$ cat src/rtl/ooe_div_pkg.sv
// Shared definitions for the out-of-order divider engine: divide-unit state
// encoding and the ROB tag-width helper.
// Optional feature macro used elsewhere in this slice: OOE_DIV_DBZ_FLAG_EN.
package ooe_div_pkg;

  // One-hot unit states; a stray multi-hot value falls back to IDLE.
  typedef enum logic [2:0] {
    UNIT_IDLE = 3'b001,
    UNIT_CALC = 3'b010,
    UNIT_DONE = 3'b100
  } unit_state_e;

  // Number of bits needed to index a ROB of the given depth.
  function automatic int tag_w(input int depth);
    return $clog2(depth);
  endfunction

endpackage

$ cat src/rtl/ooe_div_unit.sv
// Single restoring-by-subtraction divide unit. Loads an operand pair plus its
// ROB tag on start_i, subtracts once per cycle, then holds the result in DONE
// until the engine acknowledges the writeback.
// With OOE_DIV_DBZ_FLAG_EN defined the divide-by-zero flag is exported.
module ooe_div_unit
  import ooe_div_pkg::*;
#(
  parameter int W  = 8,
  parameter int TW = 3
) (
  input  logic          clk,
  input  logic          rst,
  input  logic          start_i,
  input  logic [W-1:0]  dividend_i,
  input  logic [W-1:0]  divisor_i,
  input  logic [TW-1:0] tag_i,
  input  logic          ack_i,
  output logic          idle_o,
  output logic          done_o,
  output logic [W-1:0]  quotient_o,
  output logic [W-1:0]  remainder_o,
`ifdef OOE_DIV_DBZ_FLAG_EN
  output logic          dbz_o,
`endif
  output logic [TW-1:0] tag_o
);

  localparam logic [W-1:0] ONE = W'(1);

  unit_state_e   state_q;
  logic [W-1:0]  x_q;
  logic [W-1:0]  y_q;
  logic [W-1:0]  q_q;
  logic [TW-1:0] tag_q;
  logic          dbz_q;

  // Unit FSM: load on start, one subtract per edge, hold result until acked.
  // NOTE: sequential state uses non-blocking (<=) so every register samples
  // the pre-edge values, independent of statement order.
  always_ff @(posedge clk) begin
    if (rst) begin
      state_q <= UNIT_IDLE;
      x_q     <= '0;
      y_q     <= '0;
      q_q     <= '0;
      tag_q   <= '0;
      dbz_q   <= 1'b0;
    end else begin
      case (state_q)
        UNIT_IDLE: begin
          if (start_i) begin
            x_q     <= dividend_i;
            y_q     <= divisor_i;
            q_q     <= '0;
            tag_q   <= tag_i;
            dbz_q   <= (divisor_i == '0);
            state_q <= UNIT_CALC;
          end
        end
        UNIT_CALC: begin
          if (dbz_q) begin
            // Zero divisor: all-ones quotient, dividend left as remainder.
            q_q     <= '1;
            state_q <= UNIT_DONE;
          end else if (x_q >= y_q) begin
            x_q <= x_q - y_q;
            q_q <= q_q + ONE;
          end else begin
            state_q <= UNIT_DONE;
          end
        end
        UNIT_DONE: begin
          if (ack_i) state_q <= UNIT_IDLE;
        end
        default: state_q <= UNIT_IDLE;
      endcase
    end
  end

  assign idle_o      = (state_q == UNIT_IDLE);
  assign done_o      = (state_q == UNIT_DONE);
  assign quotient_o  = q_q;
  assign remainder_o = x_q;
  assign tag_o       = tag_q;
`ifdef OOE_DIV_DBZ_FLAG_EN
  assign dbz_o       = dbz_q;
`endif

endmodule

$ cat src/rtl/ooe_div_rob_engine.sv
// Out-of-order execution, in-order completion integer divider. Requests are
// dispatched to the lowest-index idle unit and tagged with a ROB slot; all
// finished units write back in the same cycle; results leave in accept order.
// Optional feature: OOE_DIV_DBZ_FLAG_EN adds a per-entry divide-by-zero flag
// and the out_dbz port.
module ooe_div_rob_engine
  import ooe_div_pkg::*;
#(
  parameter int W         = 8,
  parameter int N_DIV     = 4,
  parameter int ROB_DEPTH = 8
) (
  input  logic                         clk,
  input  logic                         rst,
  input  logic                         in_valid,
  output logic                         in_ready,
  input  logic [W-1:0]                 in_dividend,
  input  logic [W-1:0]                 in_divisor,
  output logic                         out_valid,
  input  logic                         out_ready,
  output logic [W-1:0]                 out_quotient,
  output logic [W-1:0]                 out_remainder,
`ifdef OOE_DIV_DBZ_FLAG_EN
  output logic                         out_dbz,
`endif
  output logic [$clog2(ROB_DEPTH):0]   rob_count
);

  localparam int TW = tag_w(ROB_DEPTH);
  localparam logic [TW:0] PTR_ONE = (TW + 1)'(1);
  localparam logic [TW:0] PTR_FULL = (TW + 1)'(ROB_DEPTH);

  // ROB pointers carry one extra wrap bit so full and empty are distinct.
  logic [TW:0]          wp_q;
  logic [TW:0]          rp_q;
  logic [ROB_DEPTH-1:0] ready_q;
  logic [W-1:0]         rob_quo [ROB_DEPTH];
  logic [W-1:0]         rob_rem [ROB_DEPTH];
`ifdef OOE_DIV_DBZ_FLAG_EN
  logic                 rob_dbz [ROB_DEPTH];
  logic                 unit_dbz [N_DIV];
`endif

  logic [N_DIV-1:0] unit_idle;
  logic [N_DIV-1:0] unit_done;
  logic [N_DIV-1:0] unit_start;
  logic [W-1:0]     unit_quo [N_DIV];
  logic [W-1:0]     unit_rem [N_DIV];
  logic [TW-1:0]    unit_tag [N_DIV];

  logic [TW-1:0] rp_idx;
  logic          rob_full;
  logic          accept;
  logic          graduate;
  logic          dispatch_taken;

  assign rp_idx    = rp_q[TW-1:0];
  assign rob_count = wp_q - rp_q;
  assign rob_full  = (rob_count == PTR_FULL);

  // Ready depends only on registered state (and reset), never on in_valid.
  assign in_ready  = !rst && !rob_full && (|unit_idle);
  assign accept    = in_valid && in_ready;

  assign out_valid     = !rst && ready_q[rp_idx];
  assign graduate      = out_valid && out_ready;
  assign out_quotient  = out_valid ? rob_quo[rp_idx] : '0;
  assign out_remainder = out_valid ? rob_rem[rp_idx] : '0;
`ifdef OOE_DIV_DBZ_FLAG_EN
  assign out_dbz       = out_valid && rob_dbz[rp_idx];
`endif

  // Dispatch priority encoder: the accepted request goes to the lowest idle unit.
  // NOTE: every always_comb output gets a default first, so no path leaves a
  // value held and no latch is inferred.
  always_comb begin
    unit_start     = '0;
    dispatch_taken = 1'b0;
    for (int k = 0; k < N_DIV; k++) begin
      if (accept && unit_idle[k] && !dispatch_taken) begin
        unit_start[k]  = 1'b1;
        dispatch_taken = 1'b1;
      end
    end
  end

  for (genvar g = 0; g < N_DIV; g++) begin : g_unit
    ooe_div_unit #(
      .W  (W),
      .TW (TW)
    ) u_unit (
      .clk         (clk),
      .rst         (rst),
      .start_i     (unit_start[g]),
      .dividend_i  (in_dividend),
      .divisor_i   (in_divisor),
      .tag_i       (wp_q[TW-1:0]),
      .ack_i       (unit_done[g]),
      .idle_o      (unit_idle[g]),
      .done_o      (unit_done[g]),
      .quotient_o  (unit_quo[g]),
      .remainder_o (unit_rem[g]),
`ifdef OOE_DIV_DBZ_FLAG_EN
      .dbz_o       (unit_dbz[g]),
`endif
      .tag_o       (unit_tag[g])
    );
  end

  // Result storage: every finished unit writes its slot on the same edge.
  // NOTE: the ROB data arrays are not reset; the ready bits alone mark which
  // entries hold valid data, and the output mux forces zero when not valid.
  always_ff @(posedge clk) begin
    for (int k = 0; k < N_DIV; k++) begin
      if (unit_done[k]) begin
        rob_quo[unit_tag[k]] <= unit_quo[k];
        rob_rem[unit_tag[k]] <= unit_rem[k];
`ifdef OOE_DIV_DBZ_FLAG_EN
        rob_dbz[unit_tag[k]] <= unit_dbz[k];
`endif
      end
    end
  end

  // ROB control: pointers advance on accept/graduate, ready bits track completion.
  always_ff @(posedge clk) begin
    if (rst) begin
      wp_q    <= '0;
      rp_q    <= '0;
      ready_q <= '0;
    end else begin
      if (accept) wp_q <= wp_q + PTR_ONE;
      if (graduate) begin
        rp_q            <= rp_q + PTR_ONE;
        ready_q[rp_idx] <= 1'b0;
      end
      // A slot being written back is never the head being graduated.
      for (int k = 0; k < N_DIV; k++) begin
        if (unit_done[k]) ready_q[unit_tag[k]] <= 1'b1;
      end
    end
  end

endmodule
$ cat config.mk
export PLATFORM = sky130hd
export DESIGN_NAME = ooe_div_rob_engine
export DESIGN_NICKNAME = d
export VERILOG_FILES = /design/src/rtl/ooe_div_pkg.sv /design/src/rtl/ooe_div_unit.sv /design/src/rtl/ooe_div_rob_engine.sv
export SDC_FILE = /design/constraint.sdc
export NUM_CORES = 1
export LEC_CHECK = 0
export CAP_MARGIN = 25
export CORE_UTILIZATION = 62
export DETAILED_ROUTE_END_ITERATION = 10
export PLACE_DENSITY = 0.8
export SETUP_SLACK_MARGIN = 0.5
export SYNTH_ARGS = -nofsm -noshare
export SYNTH_HDL_FRONTEND = slang
export SYNTH_SLANG_ARGS = --single-unit
$ cat constraint.sdc
create_clock -name clk -period 5.1 [get_ports clk]
set_clock_uncertainty 0.05 [all_clocks]
set_input_delay 0.765 -clock clk [delete_from_list [all_inputs] [get_ports clk]]
set_output_delay 0.765 -clock clk [all_outputs]
set_load 0.01 [all_outputs]
==> reports/results.tsv, run 1 <==
stage	metric	value	unit
drt	drtPass1Iterations	7	
logic_synthesis	ys_seq_area_share	41.13	%
clocking	cts.repair.resized	0	
timing	fmax	248.7	MHz
logic_synthesis	synth_top_cell_by_area	edfxtp_1	
clocking	cts_buffer_depth	3	
hold_path	hold_path_class	flip-flop to flip-flop	
logic_synthesis	synth_nets	1942	
pwr	total_power	4.974	mW
layout	diodes	0	
layout	final_cell_mix	324 x nand2_1, 191 x nor2_1, 142 x dfxtp_1	
clocking	cts.sinks	271	
outcome	status	complete, no violations	
die	ios	42	
setup_path	worst_r2r_path_depth	10	
setup_path	r2r_slack	1.08	ns
timing	fin_crit_sh	78.84	%
setup_path	crit_chain	ha_1 -> inv_1 -> fa_1 -> xor2_1 -> or3_1 -> o311a_1 -> nand4b_2 -> a21boi_4 -> nor3b_1 -> a2111oi_2	
clocking	holdBufCountCts	0	
drt	viasPerCell	7.119	
layout	drive_above_1_share	9.081	%
drt	drt-initial-drc-count	2289	
drt	drc	0	
setup_path	cp-startpoint	rp_q[0]$_SDFFE_PP0N_	
logic_synthesis	yosysTopAreaCellShare	23.57	%
die	dieWidth	164.2	um
logic_synthesis	ys_warn_count	0	
clocking	cts-root-buf	clkbuf_16	
clocking	ctsHtreeMaxLevel	1	
setup_path	r2r_end	g_unit[3].u_unit.quotient_o[4]$_SDFFE_PP0P_	
timing	worst_pin_slew	1.240	ns
drt	routed_wl	54650	um
pwr	ir_worst_vdd	0.2833	mV
clocking	clk_latency	0.56	ns
placed_design	gp_congestion	0.9768	
logic_synthesis	synth_seq_cells	271	
grt	grt_max_degree	66	
drt	wl_per_cell	25.19	um
drt	ant_nets	0	
placed_design	dp_hpwl	37040	um
setup_path	crit_fanout	23	
layout	fin_util	70.23	%
clocking	tritoncts	yes	
placed_design	post-place-ws	1.153	ns
drt	vias	15440	
logic_synthesis	netlist_area	16300	sq um
placed_design	port_buffers	41	
logic_synthesis	synth_cells	1876	
layout	synthToLayoutAreaGrowth	9.715	%
clocking	clk_pin_slew	0.07	ns
setup_path	worstSetupPathType	flip-flop to flip-flop	
timing	fin_ws	1.079	ns
setup_path	cp.required	5.46	ns
logic_synthesis	synth-edff-count	128	
grt	track_usage	41.14	%
placed_design	place_area	16770	sq um
logic_synthesis	async_flop_share	0	%
pwr	power.density	278.0	nW/um^2
layout	layout_commonest_cell	nand2_1	
die	dieArea	26950	sq um
die	die_h	164.2	um
timing	period_needed	4.021	ns
grt	grt_pass1_vias	14690	
timing	hold_viol	0	
die	core_area	25470	sq um
setup_path	slowest_delay	0.70	ns
setup_path	arrival	4.38	ns
logic_synthesis	avgSynthCellArea	8.691	sq um
grt	grt_pass1_wl	83390	um
setup_path	crit_slowest_cell	a21boi_4	
logic_synthesis	ys.flop_type	dfxtp_1	
logic_synthesis	ys_types	82	
timing	setup-tns-final	0	ns
setup_path	timing.rr.start	rp_q[0]$_SDFFE_PP0N_	
grt	grt_overflow	0	
setup_path	cp-endpoint	g_unit[3].u_unit.quotient_o[4]$_SDFFE_PP0P_	
clocking	post_cts_buffers	0	
placed_design	placedCellCount	2111	
layout	stdcell_count	2169	
layout	final_nets	1883	
layout	nFillCells	1941	
pwr	power.leakage	6.588	nW
layout	fin_area	17890	sq um
timing	rsz0062_at_grt	false	
logic_synthesis	ys_top_cells_by_area	edfxtp_1 24%, dfxtp_1 18%, nand2_1 7.5%	
timing	final_max_slew_viol_count	0	
die	start_util	64.01	%
setup_path	worstSetupEndpointType	flip-flop	
flow_run	cap_violations	0	
timing	slew_headroom	16.16	%
grt	antenna_found_initial	0	
die	core.rowCount	58	
setup_path	worst_setup_path_start_kind	flip-flop	
timing	finalSetupViolCount	0	
clocking	numCtsBuffers	29	
timing	whs	0.4049	ns
## flip-flops by register name (all words and copies together), names as in the netlist, named ones only
name and count:
rob_rem 64, g_unit.u_unit.y_q 32, g_unit.u_unit.dbz_q 4, g_unit.u_unit.state_q 12, g_unit.u_unit.quotient_o 32, ready_q 8, rob_quo 64, rp_q 4
g_unit.u_unit.tag_o 12, g_unit.u_unit.remainder_o 32, wp_q 4
## how the worst min path moves through the flow
| stage | start | cells after the start | endpoint |
|---|---|---|---|
| 2_1_floorplan | g_unit[0].u_unit.y_q[2]$_SDFFE_PP0P_ | 2 | g_unit[0].u_unit.y_q[2]$_SDFFE_PP0P_ |
| 3_3_place_gp | g_unit[0].u_unit.y_q[7]$_SDFFE_PP0P_ | 2 | g_unit[0].u_unit.y_q[7]$_SDFFE_PP0P_ |
| 3_5_place_dp | g_unit[0].u_unit.y_q[3]$_SDFFE_PP0P_ | 2 | g_unit[0].u_unit.y_q[3]$_SDFFE_PP0P_ |
| 4_1_cts | g_unit[0].u_unit.y_q[3]$_SDFFE_PP0P_ | 2 | g_unit[0].u_unit.y_q[3]$_SDFFE_PP0P_ |
| 5_1_grt | g_unit[0].u_unit.y_q[7]$_SDFFE_PP0P_ | 2 | g_unit[0].u_unit.y_q[7]$_SDFFE_PP0P_ |
| 6_report | g_unit[0].u_unit.y_q[3]$_SDFFE_PP0P_ | 2 | g_unit[0].u_unit.y_q[3]$_SDFFE_PP0P_ |
## Yosys cell counts (29+ instances only)
cell type / n
mux4_2: 34
a21oi_1: 62
nand3_1: 45
ha_1: 41
clkbuf_1: 149
o22ai_1: 86
a31oi_1: 99
mux2i_1: 66
edfxtp_1: 128
nor3_1: 29
inv_1: 61
a211oi_1: 37
nor2_1: 196
o21ai_0: 83
nand2_1: 324
dfxtp_1: 143
## report_power, final
group          switching (mW)  internal [mW]  leakage [nW]
clock network           0.914           1.35         0.489
logic                   0.210          0.153          3.77
registers              0.0561           2.30          2.33
total                    1.18           3.79          6.59
## critical path, delay by kind of cell, from the launching register on
kind	cells	cell delay (ns)
buf+inv	1	0.06
xor+xnor	1	0.21
simple gates	3	1.05
fa+ha+maj	2	0.62
compound gates	3	1.40
flops	1	0.47
## cell type report
type	instances	area, sq um	area share, %
clock buffers	37	785.8	4.393
inverters	62	232.7	1.301
flip-flops and latches	271	6708	37.50
repair buffers	81	803.3	4.490
clock inverters	16	225.2	1.259
well taps	330	412.9	2.308
multi-input cells	1372	8721	48.75
## cells by family after synthesis
kind of cell               after synthesis  share of synthesized area, %
adders and majority gates               46                         3.760
buffers and inverters                  233                         5.679
DFF                                    271                         41.13
muxes                                  102                         8.886
and+or+nand+nor                        704                         19.00
xor gates and xnor gates                20                         1.074
AOI/OAI and AO/OA                      500                         20.47
## layer usage
layer / global-route usage [%] / wire, um
met4: 19.65 / 2969
met2: 63.96 / 23850
met3: 10.05 / 7658
met5: 0 / 0
met1: 53.70 / 20170
Note: power is estimated with default switching activity, not from simulation.
==> run 2, diff against run 1 <==
==> constraint.sdc (replaced) <==
create_clock -name clk -period 4.2 [get_ports clk]
set_clock_uncertainty 0.05 [all_clocks]
set_input_delay 0.63 -clock clk [delete_from_list [all_inputs] [get_ports clk]]
set_output_delay 0.63 -clock clk [all_outputs]
set_load 0.01 [all_outputs]
==> reports/results.tsv, run 2 (synthesis results as in run 1) <==
stage	metric	value	unit	change
grt	grt_overflow	0		unchanged
layout	fin_util	70.67	%	+0.44 points
setup_path	worst_setup_path_start_kind	flip-flop		
die	core.rowCount	58		unchanged
setup_path	slowest_delay	0.56	ns	-0.14 ns
timing	whs	0.3733	ns	-0.03159 ns
timing	slew_headroom	28.40	%	+12 points
timing	hold_viol	0		unchanged
setup_path	cp.required	3.52	ns	-1.94 ns
die	die_h	164.2	um	unchanged
timing	worst_pin_slew	1.073	ns	-0.1673 ns
clocking	cts.sinks	271		unchanged
die	dieWidth	164.2	um	unchanged
grt	antenna_found_initial	1		+1
placed_design	gp_congestion	0.9954		+1.9%
grt	grt_max_degree	106		+61%
placed_design	port_buffers	41		unchanged
drt	ant_nets	0		unchanged
clocking	numCtsBuffers	29		unchanged
pwr	ir_worst_vdd	0.4162	mV	+47%
drt	highest_layer	met4		
flow_run	cap_violations	0		unchanged
die	start_util	64.01	%	unchanged
drt	drt-initial-drc-count	2381		+4.0%
timing	rsz0062_at_grt	false		
timing	period_needed	3.531	ns	
drt	routed_wl	54980	um	+0.61%
clocking	tritoncts	yes		
timing	finalSetupViolCount	0		unchanged
drt	drc	0		unchanged
setup_path	arrival	2.85	ns	-1.53 ns
pwr	power.leakage	6.685	nW	+1.5%
drt	met2_length	23910	um	+0.25%
layout	layout_commonest_cell	nand2_1		
clocking	ctsHtreeMaxLevel	1		unchanged
clocking	clk_latency	0.57	ns	about the same
outcome	status	complete, no violations		
drt	vias	15540		+0.61%
layout	final_nets	1897		+0.74%
grt	grt_pass1_wl	84060	um	+0.81%
grt	track_usage	41.38	%	+0.24 points
clocking	cts_buffer_depth	3		unchanged
placed_design	dp_hpwl	36870	um	-0.46%
timing	setup-tns-final	0	ns	unchanged
setup_path	r2r_slack	0.75	ns	-0.33 ns
hold_path	hold_path_class	input pin to flip-flop		
layout	synthToLayoutAreaGrowth	10.40	%	
setup_path	worstSetupPathType	flip-flop to output pin		
drt	met1_length	19810	um	-1.8%
drt	viasPerCell	7.117		about the same
clocking	cts-root-buf	clkbuf_16		
timing	fin_ws	0.6688	ns	-0.4102 ns
setup_path	crit_fanout	10		-57%
timing	final_max_slew_viol_count	0		unchanged
timing	fin_crit_sh	84.08	%	
setup_path	crit_slowest_cell	dfxtp_2		
layout	final_cell_mix	323 x nand2_1, 194 x nor2_1, 142 x dfxtp_1		
setup_path	worstSetupEndpointType	output pin		
pwr	power.density	346.0	nW/um^2	+24%
grt	grt_pass1_vias	14720		+0.18%
clocking	clk_pin_slew	0.06	ns	about the same
layout	drive_above_1_share	9.822	%	+0.74 points
drt	wl_met3	7641	um	-0.22%
die	core_area	25470	sq um	unchanged
drt	drtPass1Iterations	10		+3
setup_path	crit_chain	buf_4 -> mux4_2 -> mux2i_1 -> nor2_1 -> clkdlybuf4s50_1		
layout	diodes	0		unchanged
drt	wl_per_cell	25.19	um	about the same
clocking	holdBufCountCts	0		unchanged
timing	fmax	283.2	MHz	
die	ios	42		unchanged
placed_design	post-place-ws	0.5706	ns	-0.5823 ns
die	dieArea	26950	sq um	unchanged
==> run 2: report_power, final <==
part,switching (mW),internal (mW),total (mW),leakage [nW]
combinational,0.259,0.193,0.452,3.82
clock,1.09,1.83,2.93,0.534
sequential,0.0637,2.79,2.85,2.33
total,1.42,4.81,6.23,6.69
==> run 2: per-stage QoR <==
stage	instance area, sq um	power (mW)	std cells
final	18000	6.229	2183
after floorplan	16300	3.197	1876
after global placement	16860	3.325	2128
after global routing	18000	6.375	2183
after CTS	17970	6.205	2182
after detailed placement	16870	3.339	2129
==> run 2: final cells by class <==
cell class	count	area (sq um)
Tap cell	330	412.9
Clock inverter	17	296.5
Timing Repair Buffer	95	843.3
Clock buffer	36	794.5
Inverter	62	232.7
Fill cell	1921	7472
Sequential cell	271	6708
Multi-Input combinational cell	1372	8712
==> run 2: worst max-delay path, delay by kind of cell, from the launching register on <==
kind,cells,cell delay (ns)
buf+inv,2,0.80
flops,1,0.56
mux,2,0.85
simple gates,1,0.07
==> run 2: final timing paths <==
path	startpoint	endpoint	cells past startpoint
max	flip-flop	out_remainder[1]	5
min	rst	rp_q[0]$_SDFFE_PP0N_	2
max reg2reg	rp_q[0]$_SDFFE_PP0N_	g_unit[1].u_unit.remainder_o[7]$_SDFFE_PP0P_	11
min reg2reg	g_unit[0].u_unit.y_q[4]$_SDFFE_PP0P_	g_unit[0].u_unit.y_q[4]$_SDFFE_PP0P_	2
==> run 2: routing by layer <==
layer	up-vias	track usage [%]
met5	-	0
met4	0	22.18
met3	328	12.02
met2	1225	64.15
met1	7204	51.97
li1	6779	-
==> run 2: timing repair <==
item,4_1_cts,5_1_grt
gates resized for setup,2,3
endpoints found under the setup margin,2,4
buffers inserted,0,0
